### src/rtl/operand_fetch_stage_pkg.sv
// Shared core types for the operand-fetch stage: data word, register index
// and the opaque decoded-control bundle.
`ifndef N_REG
`define N_REG 32
`endif

package operand_fetch_stage_pkg;

  localparam int XLEN          = 32;
  localparam int REG_IDX_W     = $clog2(`N_REG);
  localparam int CTRL_BUNDLE_W = 16;

  typedef logic [XLEN-1:0]          data_t;
  typedef logic [REG_IDX_W-1:0]     reg_t;
  typedef logic [CTRL_BUNDLE_W-1:0] ctrl_t;

  // A producer "hits" a source when it is writing and targets that index.
  function automatic logic reg_hit(input logic wr, input reg_t dst, input reg_t src);
    return wr && (dst == src);
  endfunction

endpackage

### src/rtl/operand_fwd_mux.sv
// Single-operand source select with hazard detection.
// OPFETCH_FORWARDING_EN selects EX/MEM/WB bypassing; otherwise the stage interlocks.
module operand_fwd_mux
  import operand_fetch_stage_pkg::*;
(
  input  reg_t  rs,
  input  data_t rf_data,
  input  logic  ex_valid,
  input  logic  ex_is_load,
  input  reg_t  ex_rd,
  input  data_t ex_result,
  input  logic  mem_valid,
  input  reg_t  mem_rd,
  input  data_t mem_result,
  input  logic  wb_wen,
  input  reg_t  wb_wnum,
  input  data_t wb_wd,
  output data_t operand,
  output logic  hazard
);

`ifdef OPFETCH_FORWARDING_EN
  // Youngest producer wins; a load in EX has no data yet, so it stalls instead.
  always_comb begin
    operand = rf_data;
    hazard  = 1'b0;
    if (rs == '0) begin
      operand = '0;
    end else if (reg_hit(ex_valid && !ex_is_load, ex_rd, rs)) begin
      operand = ex_result;
    end else if (reg_hit(mem_valid, mem_rd, rs)) begin
      operand = mem_result;
    end else if (reg_hit(wb_wen, wb_wnum, rs)) begin
      operand = wb_wd;
    end
    if (rs != '0) begin
      hazard = reg_hit(ex_valid && ex_is_load, ex_rd, rs);
    end
  end
`else
  logic unused_fwd;

  // Without bypassing, any in-flight writer blocks until it leaves WB.
  always_comb begin
    operand = (rs == '0) ? '0 : rf_data;
    hazard  = 1'b0;
    if (rs != '0) begin
      hazard = reg_hit(ex_valid, ex_rd, rs) ||
               reg_hit(mem_valid, mem_rd, rs) ||
               reg_hit(wb_wen, wb_wnum, rs);
    end
  end

  assign unused_fwd = ^{ex_is_load, ex_result, mem_result, wb_wd};
`endif

endmodule

### src/rtl/operand_fetch_stage.sv
// Operand-fetch stage: register-file read, RAW resolution and the ID/EX register.
// Define OPFETCH_FORWARDING_EN to enable EX/MEM/WB operand bypassing.
module operand_fetch_stage
  import operand_fetch_stage_pkg::*;
#(
  parameter int CTRL_W = CTRL_BUNDLE_W,
  parameter int REG_W  = $clog2(`N_REG)
) (
  input  logic              i_clk,
  input  logic              i_rstn,
  input  logic              i_valid,
  output logic              o_ready,
  input  data_t             i_pc,
  input  logic [REG_W-1:0]  i_rs1,
  input  logic [REG_W-1:0]  i_rs2,
  input  logic [REG_W-1:0]  i_rd,
  input  data_t             i_imm,
  input  logic [CTRL_W-1:0] i_ctrl,
  output logic [REG_W-1:0]  o_Rnum1,
  output logic [REG_W-1:0]  o_Rnum2,
  input  data_t             i_Rd1,
  input  data_t             i_Rd2,
  input  logic              i_ex_valid,
  input  logic              i_ex_is_load,
  input  logic [REG_W-1:0]  i_ex_rd,
  input  data_t             i_ex_result,
  input  logic              i_mem_valid,
  input  logic [REG_W-1:0]  i_mem_rd,
  input  data_t             i_mem_result,
  input  logic              i_wb_wen,
  input  logic [REG_W-1:0]  i_wb_wnum,
  input  data_t             i_wb_wd,
  input  logic              i_flush,
  output logic              o_valid,
  input  logic              i_ready,
  output data_t             o_pc,
  output data_t             o_op1,
  output data_t             o_op2,
  output data_t             o_imm,
  output logic [REG_W-1:0]  o_rd,
  output logic [CTRL_W-1:0] o_ctrl
);

  data_t op1;
  data_t op2;
  logic  haz1;
  logic  haz2;
  logic  hazard;
  logic  accept;

  assign o_Rnum1 = i_rs1;
  assign o_Rnum2 = i_rs2;

  operand_fwd_mux u_fwd1 (
    .rs(i_rs1), .rf_data(i_Rd1),
    .ex_valid(i_ex_valid), .ex_is_load(i_ex_is_load), .ex_rd(i_ex_rd), .ex_result(i_ex_result),
    .mem_valid(i_mem_valid), .mem_rd(i_mem_rd), .mem_result(i_mem_result),
    .wb_wen(i_wb_wen), .wb_wnum(i_wb_wnum), .wb_wd(i_wb_wd),
    .operand(op1), .hazard(haz1)
  );

  operand_fwd_mux u_fwd2 (
    .rs(i_rs2), .rf_data(i_Rd2),
    .ex_valid(i_ex_valid), .ex_is_load(i_ex_is_load), .ex_rd(i_ex_rd), .ex_result(i_ex_result),
    .mem_valid(i_mem_valid), .mem_rd(i_mem_rd), .mem_result(i_mem_result),
    .wb_wen(i_wb_wen), .wb_wnum(i_wb_wnum), .wb_wd(i_wb_wd),
    .operand(op2), .hazard(haz2)
  );

  assign hazard  = i_valid && (haz1 || haz2);
  assign o_ready = (!o_valid || i_ready) && !hazard && !i_flush;
  assign accept  = i_valid && o_ready;

  // Flush beats hold; a consume without a refill leaves a bubble.
  always_ff @(posedge i_clk) begin
    if (!i_rstn) begin
      o_valid <= 1'b0;
      o_pc    <= '0;
      o_op1   <= '0;
      o_op2   <= '0;
      o_imm   <= '0;
      o_rd    <= '0;
      o_ctrl  <= '0;
    end else if (i_flush) begin
      o_valid <= 1'b0;
    end else if (accept) begin
      o_valid <= 1'b1;
      o_pc    <= i_pc;
      o_op1   <= op1;
      o_op2   <= op2;
      o_imm   <= i_imm;
      o_rd    <= i_rd;
      o_ctrl  <= i_ctrl;
    end else if (o_valid && i_ready) begin
      o_valid <= 1'b0;
    end
  end

endmodule

### config.mk
export PLATFORM = sky130hd
export DESIGN_NAME = operand_fetch_stage
export DESIGN_NICKNAME = d
export VERILOG_FILES = /design/src/rtl/operand_fetch_stage_pkg.sv /design/src/rtl/operand_fwd_mux.sv /design/src/rtl/operand_fetch_stage.sv
export SDC_FILE = /design/constraint.sdc
export NUM_CORES = 1
export LEC_CHECK = 0
export CORE_AREA = 2 2 172 174
export DETAILED_ROUTE_END_ITERATION = 8
export DIE_AREA = 0 0 174 176
export PLACE_DENSITY = 0.58
export SLEW_MARGIN = 20
export SYNTH_ARGS = -nofsm -noshare
export SYNTH_HDL_FRONTEND = slang
export SYNTH_SLANG_ARGS = --single-unit
### constraint.sdc
create_clock -name i_clk -period 3.1 [get_ports i_clk]
set_input_delay 0.93 -clock i_clk [delete_from_list [all_inputs] [get_ports i_clk]]
set_output_delay 0.93 -clock i_clk [all_outputs]
set_load 0.01 [all_outputs]
Word-level counts from Yosys, hierarchy flattened
Index checks and enable logic that the tools add are counted.
{ "totals": {"out_inout_bits": 161, "word_cells": 48, "ff_bits": 150, "inputBits": 279} }
{ "op_classes": {"n_eq_ne": 6, "reduce_logical": 27, "mux": 6, "n_bitwise": 2} }
{ "ops": {"columns": ["op", "count"], "rows": [
  ["2-to-1 mux 32 bit", 2],
  ["== test 5 bit", 6],
  ["logical AND 1 bit", 11],
  ["zero test 5 bit", 2],
  ["nonzero test 5 bit", 2],
  ["logical OR 1 bit", 6],
  ["2-to-1 mux 1 bit", 4],
  ["zero test 1 bit", 3],
  ["inverter 1 bit", 2],
  ["AND reduction 2 bit", 1],
  ["nonzero test 2 bit", 1],
  ["OR reduction 2 bit", 1]
]} }

Longest topological paths before layout
Gate-level depths: netlist of the first run.
{ "depth": {"depth_word": 12, "ltp_mapped": 9} }

By module
A second synthesis of the first run with hierarchy kept.
{ "unflattened": {"hier_cells": 782, "hier_area_um2": 6924.1} }
{ "modules_own_cells": {"columns": ["mod", "area_per_inst_um2", "seq_area_each_um2", "n_inst", "cells_each"], "rows": [
  ["operand_fetch_stage", 6083.3, 3002.9, 1, 664],
  ["operand_fwd_mux", 420.4, 0.0, 2, 59]
]} }

Worst setup path after synthesis of the first run
No wires, ideal clock.
{ "synth_path": {"path_type": "input -> output", "from": "input i_rs2[4]", "to": "output o_ready", "slack_ns": 0.310, "arrival_time_ns": 1.860, "path_stages": 6, "cell_sequence": "nor3_1 > a211o_1 > o22ai_1 > a21oi_2 > nand2_1 > a21boi_0"} }
{ "synth_between": {"elab_chain_cells": 10, "elab_cells_between_ends": 15} }
{ "synth_rtl": {"columns": ["element", "line", "source"], "rows": [
  ["from (decl)", "operand_fetch_stage.sv:15", "input logic [REG_W-1:0] i_rs2,"],
  ["== test 5 bit", "operand_fetch_stage_pkg.sv:19", "return wr && (dst == src);"],
  ["logical AND 1 bit", "operand_fetch_stage_pkg.sv:19", null],
  ["logical OR 1 bit", "operand_fwd_mux.sv:48", "hazard = reg_hit(ex_valid, ex_rd, rs) ||"],
  ["logical OR 1 bit", "operand_fwd_mux.sv:49", "reg_hit(mem_valid, mem_rd, rs) ||"],
  ["2-to-1 mux 1 bit *", "operand_fwd_mux.sv:47", "if (rs != '0) begin"],
  ["logical OR 1 bit *", "operand_fetch_stage.sv:70", "assign hazard = i_valid && (haz1 || haz2);"],
  ["logical AND 1 bit *", "operand_fetch_stage.sv:70", null],
  ["zero test 1 bit *", "operand_fetch_stage.sv:71", "assign o_ready = (!o_valid || i_ready) && !hazard && !i_flush;"],
  ["logical AND 1 bit * (2 in a row)", "operand_fetch_stage.sv:71", null],
  ["to (decl)", "operand_fetch_stage.sv:12", "output logic o_ready,"]
]} }
Mark *: on every way between the ends. The rest lies on a longest branch, timed or not.

Worst setup path after layout of the first run
{ "layout_path": {"from": "input i_rs1[2]", "to": "output o_ready"} }
{ "layout_between": {"elab_chain_cells": 10, "elab_cells_between_ends": 15} }
{ "layout_rtl": {"columns": ["element", "line", "source"], "rows": [
  ["from (decl)", "operand_fetch_stage.sv:14", "input logic [REG_W-1:0] i_rs1,"],
  ["== test 5 bit", "operand_fetch_stage_pkg.sv:19", null],
  ["logical AND 1 bit", "operand_fetch_stage_pkg.sv:19", null],
  ["logical OR 1 bit", "operand_fwd_mux.sv:48", null],
  ["logical OR 1 bit", "operand_fwd_mux.sv:49", null],
  ["2-to-1 mux 1 bit *", "operand_fwd_mux.sv:47", null],
  ["logical OR 1 bit *", "operand_fetch_stage.sv:70", null],
  ["logical AND 1 bit *", "operand_fetch_stage.sv:70", null],
  ["zero test 1 bit *", "operand_fetch_stage.sv:71", null],
  ["logical AND 1 bit * (2 in a row)", "operand_fetch_stage.sv:71", null]
]} }
Marked as above.

==> reports/metrics.csv, run 1 <==
metric,value,unit
status,finished clean,
dp_hpwl,15.5,mm
place_ws,-0.771,ns
synthTopCellsByArea,"dfxtp_1, mux2i_1, nand2_1, nand3_1, xnor2_1",
crit_type,in -> out,
synth_top_area_cell,dfxtp_1,
worst_path_dominant_cell_family,buffers and inverters,
grt-ovfl-total,0,
r2r_end,o_pc[5],
ctsHoldBuffers,0,
start_util,22.9,%
drive_gt1_share,12.6,%
path_clk_slew,0.07,ns
drt-total-wl,21.9,mm
start_kind,primary input,
grt_max_degree,72,
netlist_area,6540,sq um
crit_path_max_incr_delay,0.19,ns
layout_common_cells,"clkdlybuf4s50_1, nand2_1, dfxtp_1",
min_period_over_period,98.6,%
drt_iter0_markers,229,
cp_max_fo,5,
multi_input_area,3240,sq um
ff2ff_path_depth,8,
rsz0062_at_grt,true,
syn-num-nets,1002,
io_buffer_count,342,
hold_depth,2,
first_pass_iters,4,
maxSlewViolCount,0,
layout_commonest_cell,clkdlybuf4s50_1,
ant_nets,0,
power.leakage,4.39,nW
critPathCaptureType,primary output,
synthCells,723,
timing.rr.start,o_valid,
crit_buf_inv,3,
cp.required,2.17,ns
skew,0.00692,ns
gp_congestion,0.763,
numCtsBuffers,17,
row_count,62,
final-setup-viol-count,0,
fin_ws,0.0424,ns
placement.cell_area,10600,sq um
maxCapViolations,0,
postSynthAreaPerCell,9.04,sq um
powerDensity,460,nW/um^2
die_area,30600,sq um
final_nets,1366,
hold_path.startpoint,o_op2[5],
hold_class,reg -> reg,
cts_sinks,150,
num_antenna_cells,0,
via_per_inst,4.14,
seqCellArea,3000,sq um
fillers,2889,
yosys.area.top_type_share,46.0,%
num_io_pins,440,
cts_tree,built,
cp.arrival,2.13,ns
ys_types,24,
fin_crit,3.06,ns
yosysWarnings,0,
antenna_found_initial,0,
ir_drop,0.000282,V
grt_pass1_wl,32.8,mm
cpMaxStageDelayCell,nand4_1,
drt-wirelength-per-cell,14.8,microns
hold_violations,0,
maxSlewHeadroom,67.4,%
post-route-drc-count,0,
final_area,11400,sq um
area_growth,75.0,%
clk_path_buf_depth,2,
synth-seq-area-share,46.0,%
die_h,176,microns
synth-seq-cells,150,
worstMarginPinSlew,0.489,ns
root_buffer,clkbuf_16,
fp.coreArea,28500,sq um
cp_cell_sequence,buf_2 -> buf_4 -> xnor2_1 -> nand4_1 -> o32ai_2 -> nand2_1 -> nand2_1 -> a21boi_2 -> buf_2,
htree_levels,4,
whs_endpoint,o_op2[5],
dr_total_vias,6149,
r2r_slack,1.45,ns
fp.dieW,174,microns
grt_use_total,13.4,%
grt_pass1_vias,5971,
clock_latency,0.40,ns
max_freq,327,MHz
[metal layers]
| metal | up-vias | routed length (microns) | track usage [%] |
|---|---|---|---|
| li1 | 3109 | - | - |
| met1 | 2809 | 9860 | 16.9 |
| met2 | 218 | 10400 | 22.5 |
| met3 | 13 | 1450 | 4.01 |
| met4 | 0 | 251 | 3.40 |
| met5 | - | 0 | 0 |
[synthesized netlist by cell type, drive strengths merged]
| cell type | count |
|---|---|
| nor3b | 1 |
| o32ai | 2 |
| xnor2 | 26 |
| nor2b | 1 |
| a21oi | 1 |
| xor2 | 4 |
| inv | 2 |
| a31oi | 1 |
| and4 | 1 |
| a211o | 2 |
| buf | 27 |
| o22ai | 1 |
| a21boi | 1 |
| nand2 | 240 |
| nand3 | 64 |
| nand4 | 6 |
| nor2 | 3 |
| nor3 | 2 |
| clkbuf | 39 |
| mux2i | 149 |
| dfxtp | 150 |
[flip-flops by register name (all words and copies together), names as in the netlist]
signal	flops
o_rd	5
o_ctrl	16
o_valid	1
o_op2	32
o_imm	32
o_pc	32
o_op1	32
[cell families (layout without fill, tap and decap cells)]
| family | after synthesis | in the layout | synth area share [%] |
|---|---|---|---|
| xor gates and xnor gates | 30 | 30 | 4.02 |
| muxes | 149 | 149 | 22.8 |
| and+or+nand+nor | 318 | 318 | 20.0 |
| DFF | 150 | 150 | 46.0 |
| buffers and inverters | 68 | 445 | 6.15 |
| AOI/OAI and AO/OA | 8 | 8 | 1.09 |
[power by group]
group          internal (mW)  leakage, nW  switching, mW
registers               2.04         1.23         0.0566
logic                  0.653         2.89          0.429
clock network           1.16        0.277          0.924
[final cells by class]
cell class	count	area share [%]
Sequential cell	150	26.3
Multi-Input combinational cell	505	28.3
Clock inverter	13	1.21
Inverter	2	0.0656
Clock buffer	19	3.87
Timing Repair Buffer	411	36.1
Tap cell	384	4.20
[worst min-delay path: cells and delay by family, from the launching register on]
kind	cells	cell delay [ns]
flip-flops	1	0.31
AND/OR/NAND/NOR	1	0.05
multiplexers	1	0.05
[stage by stage]
stage,power (mW),util (%),hold WS [ns],setup TNS (ns),std cells
floorplan,2.57,-,0.479,0,723
global placement,3.17,37.0,0.441,-14.88,1433
CTS,5.30,39.3,0.458,0,1471
global route,5.51,40.1,0.470,-0.0250,1484
finish,5.26,40.1,0.456,0,1484
detailed placement,3.18,37.0,0.447,-14.47,1433
[what timing repair did]
action,4_1_cts,5_1_grt
cloned,0,3
setup buffers,6,11
gates resized for setup,65,48
endpoints found under the setup margin,5,143
pin swaps,13,24
[worst max path at each step]
stage / slack (ns) / from / to / cells past startpoint
5_1_grt: -0.03 / i_rs1[1] / o_ready / 9
4_1_cts: 0.01 / i_ex_rd[2] / o_ready / 8
3_3_place_gp: -0.81 / i_rs2[2] / o_ready / 8
6_report: 0.04 / i_rs1[2] / o_ready / 9
2_1_floorplan: 0.31 / i_rs2[4] / o_ready / 6
3_5_place_dp: -0.77 / i_rs2[2] / o_ready / 8
Power figures use the tool's default switching activity.
==> run 2: changes to the inputs <==
--- a/config.mk
+++ b/config.mk
@@ -5,6 +5,7 @@
 export SDC_FILE = /design/constraint.sdc
 export NUM_CORES = 1
 export LEC_CHECK = 0
+export ABC_CLOCK_PERIOD_IN_PS = 3100
 export CORE_AREA = 2 2 172 174
 export DETAILED_ROUTE_END_ITERATION = 8
 export DIE_AREA = 0 0 174 176
==> constraint.sdc (replaced) <==
create_clock -name i_clk -period 3.1 [get_ports i_clk]
set_input_delay 0.62 -clock i_clk [delete_from_list [all_inputs] [get_ports i_clk]]
set_output_delay 0.62 -clock i_clk [all_outputs]
set_load 0.01 [all_outputs]
==> run 2 against run 1 <==
Compared with the run above: combinational power is 6% lower; cell count decreased by 2.2%; clock power is essentially flat; first-iteration DRC count down 5.2%; count of clock-buffer cells in the layout unchanged; cell area down 3.4%; highest routed layer unchanged.
==> reports/metrics.csv, run 2 (synthesized netlist as in run 1, its figures left out) <==
metric,value,unit,change
power_frac_seq,40.5,%,was 39.9%
cp.required,2.48,ns,was 2.17 ns
start_util,22.9,%,unchanged
antenna_found_initial,0,,unchanged
grt-ovfl-total,0,,unchanged
start_kind,primary input,,unchanged
cts_tree,built,,unchanged
drive_gt1_share,7.22,%,was 12.6%
timing.rr.start,o_valid,,unchanged
io_buffer_count,342,,unchanged
p_sw,1.42,mW,was 1.41 mW
grt_pass1_vias,6098,,"was 5,971"
power,5.18,mW,was 5.26 mW
power.leakage,4.14,nW,was 4.39 nW
cp.arrival,2.37,ns,was 2.13 ns
grt_pass1_wl,33.1,mm,was 32.8 mm
maxCapViolations,0,,unchanged
die_h,176,microns,unchanged
critPathCaptureType,primary output,,unchanged
hold_depth,2,,unchanged
hold-worst-slack,0.453,ns,was 0.456 ns
fp.dieW,174,microns,unchanged
p_comb_share,19.4,%,was 20.6%
drt-wirelength-per-cell,14.5,microns,was 14.8 microns
fin_crit,2.99,ns,was 3.06 ns
post-route-drc-count,0,,unchanged
die_area,30600,sq um,unchanged
htree_levels,4,,unchanged
cts_sinks,150,,unchanged
switching_share,27.5,%,was 26.8%
layout_common_cells,"clkdlybuf4s50_1, nand2_1, dfxtp_1",,unchanged
ant_nets,0,,unchanged
rsz0062_at_grt,false,,was true
stdcell_count,1451,,"was 1,484"
hold_class,reg -> reg,,unchanged
row_count,62,,unchanged
dr_total_vias,5983,,"was 6,149"
layout_commonest_cell,clkdlybuf4s50_1,,unchanged
ctsHoldBuffers,0,,unchanged
crit_type,in -> out,,unchanged
grt_max_degree,82,,was 72
area_growth,69.0,%,was 75.0%
intPower,3.76,mW,was 3.85 mW
gp_congestion,0.781,,was 0.763
fp.coreArea,28500,sq um,unchanged
ff2ff_path_depth,6,,was 8
first_pass_iters,4,,unchanged
num_io_pins,440,,unchanged
hold_violations,0,,unchanged
final-setup-viol-count,0,,unchanged
drt-total-wl,21.1,mm,was 21.9 mm
dp_hpwl,15.3,mm,was 15.5 mm
worstMarginPinSlew,0.576,ns,was 0.489 ns
hold_path.startpoint,o_op1[3],,was o_op2[5]
numCtsBuffers,17,,unchanged
cp_max_fo,5,,unchanged
clk_path_buf_depth,2,,unchanged
status,finished clean,,unchanged
drt_iter0_markers,217,,was 229
min_period_over_period,96.5,%,was 98.6%
dp_cells,1419,,"was 1,433"
power_frac_clock,40.1,%,was 39.5%
num_antenna_cells,0,,unchanged
root_buffer,clkbuf_16,,unchanged
path_clk_slew,0.06,ns,was 0.07 ns
r2r_slack,1.51,ns,was 1.45 ns
powerDensity,469,nW/um^2,was 460 nW/um^2
clock_latency,0.42,ns,was 0.40 ns
whs_endpoint,o_op1[3],,was o_op2[5]
maxSlewViolCount,0,,unchanged
r2r_end,o_ctrl[4],,was o_pc[5]
ir_drop,0.000283,V,was 0.000282 V
max_freq,334,MHz,was 327 MHz
final_nets,1333,,"was 1,366"
maxSlewHeadroom,61.6,%,was 67.4%
grt_use_total,13.5,%,was 13.4%
via_per_inst,4.12,,was 4.14
skew,0.0120,ns,was 0.00692 ns
==> run 2: cell types whose count changed in the layout (fill, tap and decap cells not counted), sizes merged <==
cell | previous run | this run
bufinv | 1 | 0
clkbuf | 30 | 20
dlygate4sd2 | 6 | 2
clkdlybuf4s50 | 313 | 338
clkinv | 3 | 4
buf | 75 | 36
clkinvlp | 3 | 1
clkdlybuf4s15 | 5 | 0
inv | 8 | 10
==> run 2: timing repair <==
item,4_1_cts,5_1_grt
setup endpoints to repair,1,1
buffers inserted,0,0
gates resized for setup,3,4
pin swaps,0,2
==> run 2: stage by stage <==
step	setup TNS [ns]	instance area, sq um	util (%)	worst slack (ns)
finish	0	11000	38.7	0.107
global route	0	11000	38.7	0.00280
CTS	0	11000	38.6	0.0918
detailed placement	-0.120	10400	36.5	-0.120
global placement	-0.143	10400	36.5	-0.143
floorplan	0	6540	-	0.930
==> run 2: layout make-up <==
| class | count | area [sq um] |
|---|---|---|
| Timing Repair Buffer | 378 | 3810 |
| Inverter | 2 | 7.51 |
| Clock buffer | 19 | 453 |
| Fill cell | 2884 | 17500 |
| Tap cell | 384 | 480 |
| Multi-Input combinational cell | 505 | 3160 |
| Sequential cell | 150 | 3000 |
| Clock inverter | 13 | 133 |
==> run 2: how the worst max path moves through the flow <==
stage / endpoint / startpoint
after floorplan: o_ready / i_rs2[4]
after global placement: o_ready / i_rs1[3]
after detailed placement: o_ready / i_rs1[3]
after CTS: o_ready / i_rs2[0]
after global routing: o_ready / i_rs2[2]
final: o_ready / i_rs2[2]
==> run 2: worst max-delay path, cell delays in order <==
cell and delay, ns:
clkdlybuf4s50_1 0.62, xnor2_1 0.16, nand4_1 0.12, o32ai_2 0.29, a21oi_2 0.12, nand2_1 0.07, a21boi_0 0.07, dlygate4sd2_1 0.29
==> run 2: power groups by stage <==
stage / registers, mW / clock network, mW / logic (mW)
after floorplan: 2.19 / 0 / 0.371
after global placement: 2.14 / 0 / 1.01
after detailed placement: 2.14 / 0 / 1.01
after CTS: 2.10 / 2.17 / 1.02
after global routing: 2.11 / 2.24 / 1.08
final: 2.10 / 2.08 / 1.01
==> run 2: metal layers <==
| layer | routed length, microns | global-route usage (%) |
|---|---|---|
| met1 | 9340 | 16.3 |
| met4 | 338 | 4.13 |
| met3 | 1360 | 3.88 |
| met5 | 0 | 0 |
| met2 | 10100 | 23.2 |
==> run 3: changes to the inputs <==
--- a/config.mk
+++ b/config.mk
@@ -7,10 +7,11 @@
 export LEC_CHECK = 0
 export ABC_CLOCK_PERIOD_IN_PS = 3100
 export CORE_AREA = 2 2 172 174
+export CTS_CLUSTER_DIAMETER = 100
 export DETAILED_ROUTE_END_ITERATION = 8
 export DIE_AREA = 0 0 174 176
 export PLACE_DENSITY = 0.58
-export SLEW_MARGIN = 20
+export SLEW_MARGIN = 15
 export SYNTH_ARGS = -nofsm -noshare
 export SYNTH_HDL_FRONTEND = slang
 export SYNTH_SLANG_ARGS = --single-unit
==> results of run 3 <==
No change in the layout: final DEF, timing and power equal those of run 2.
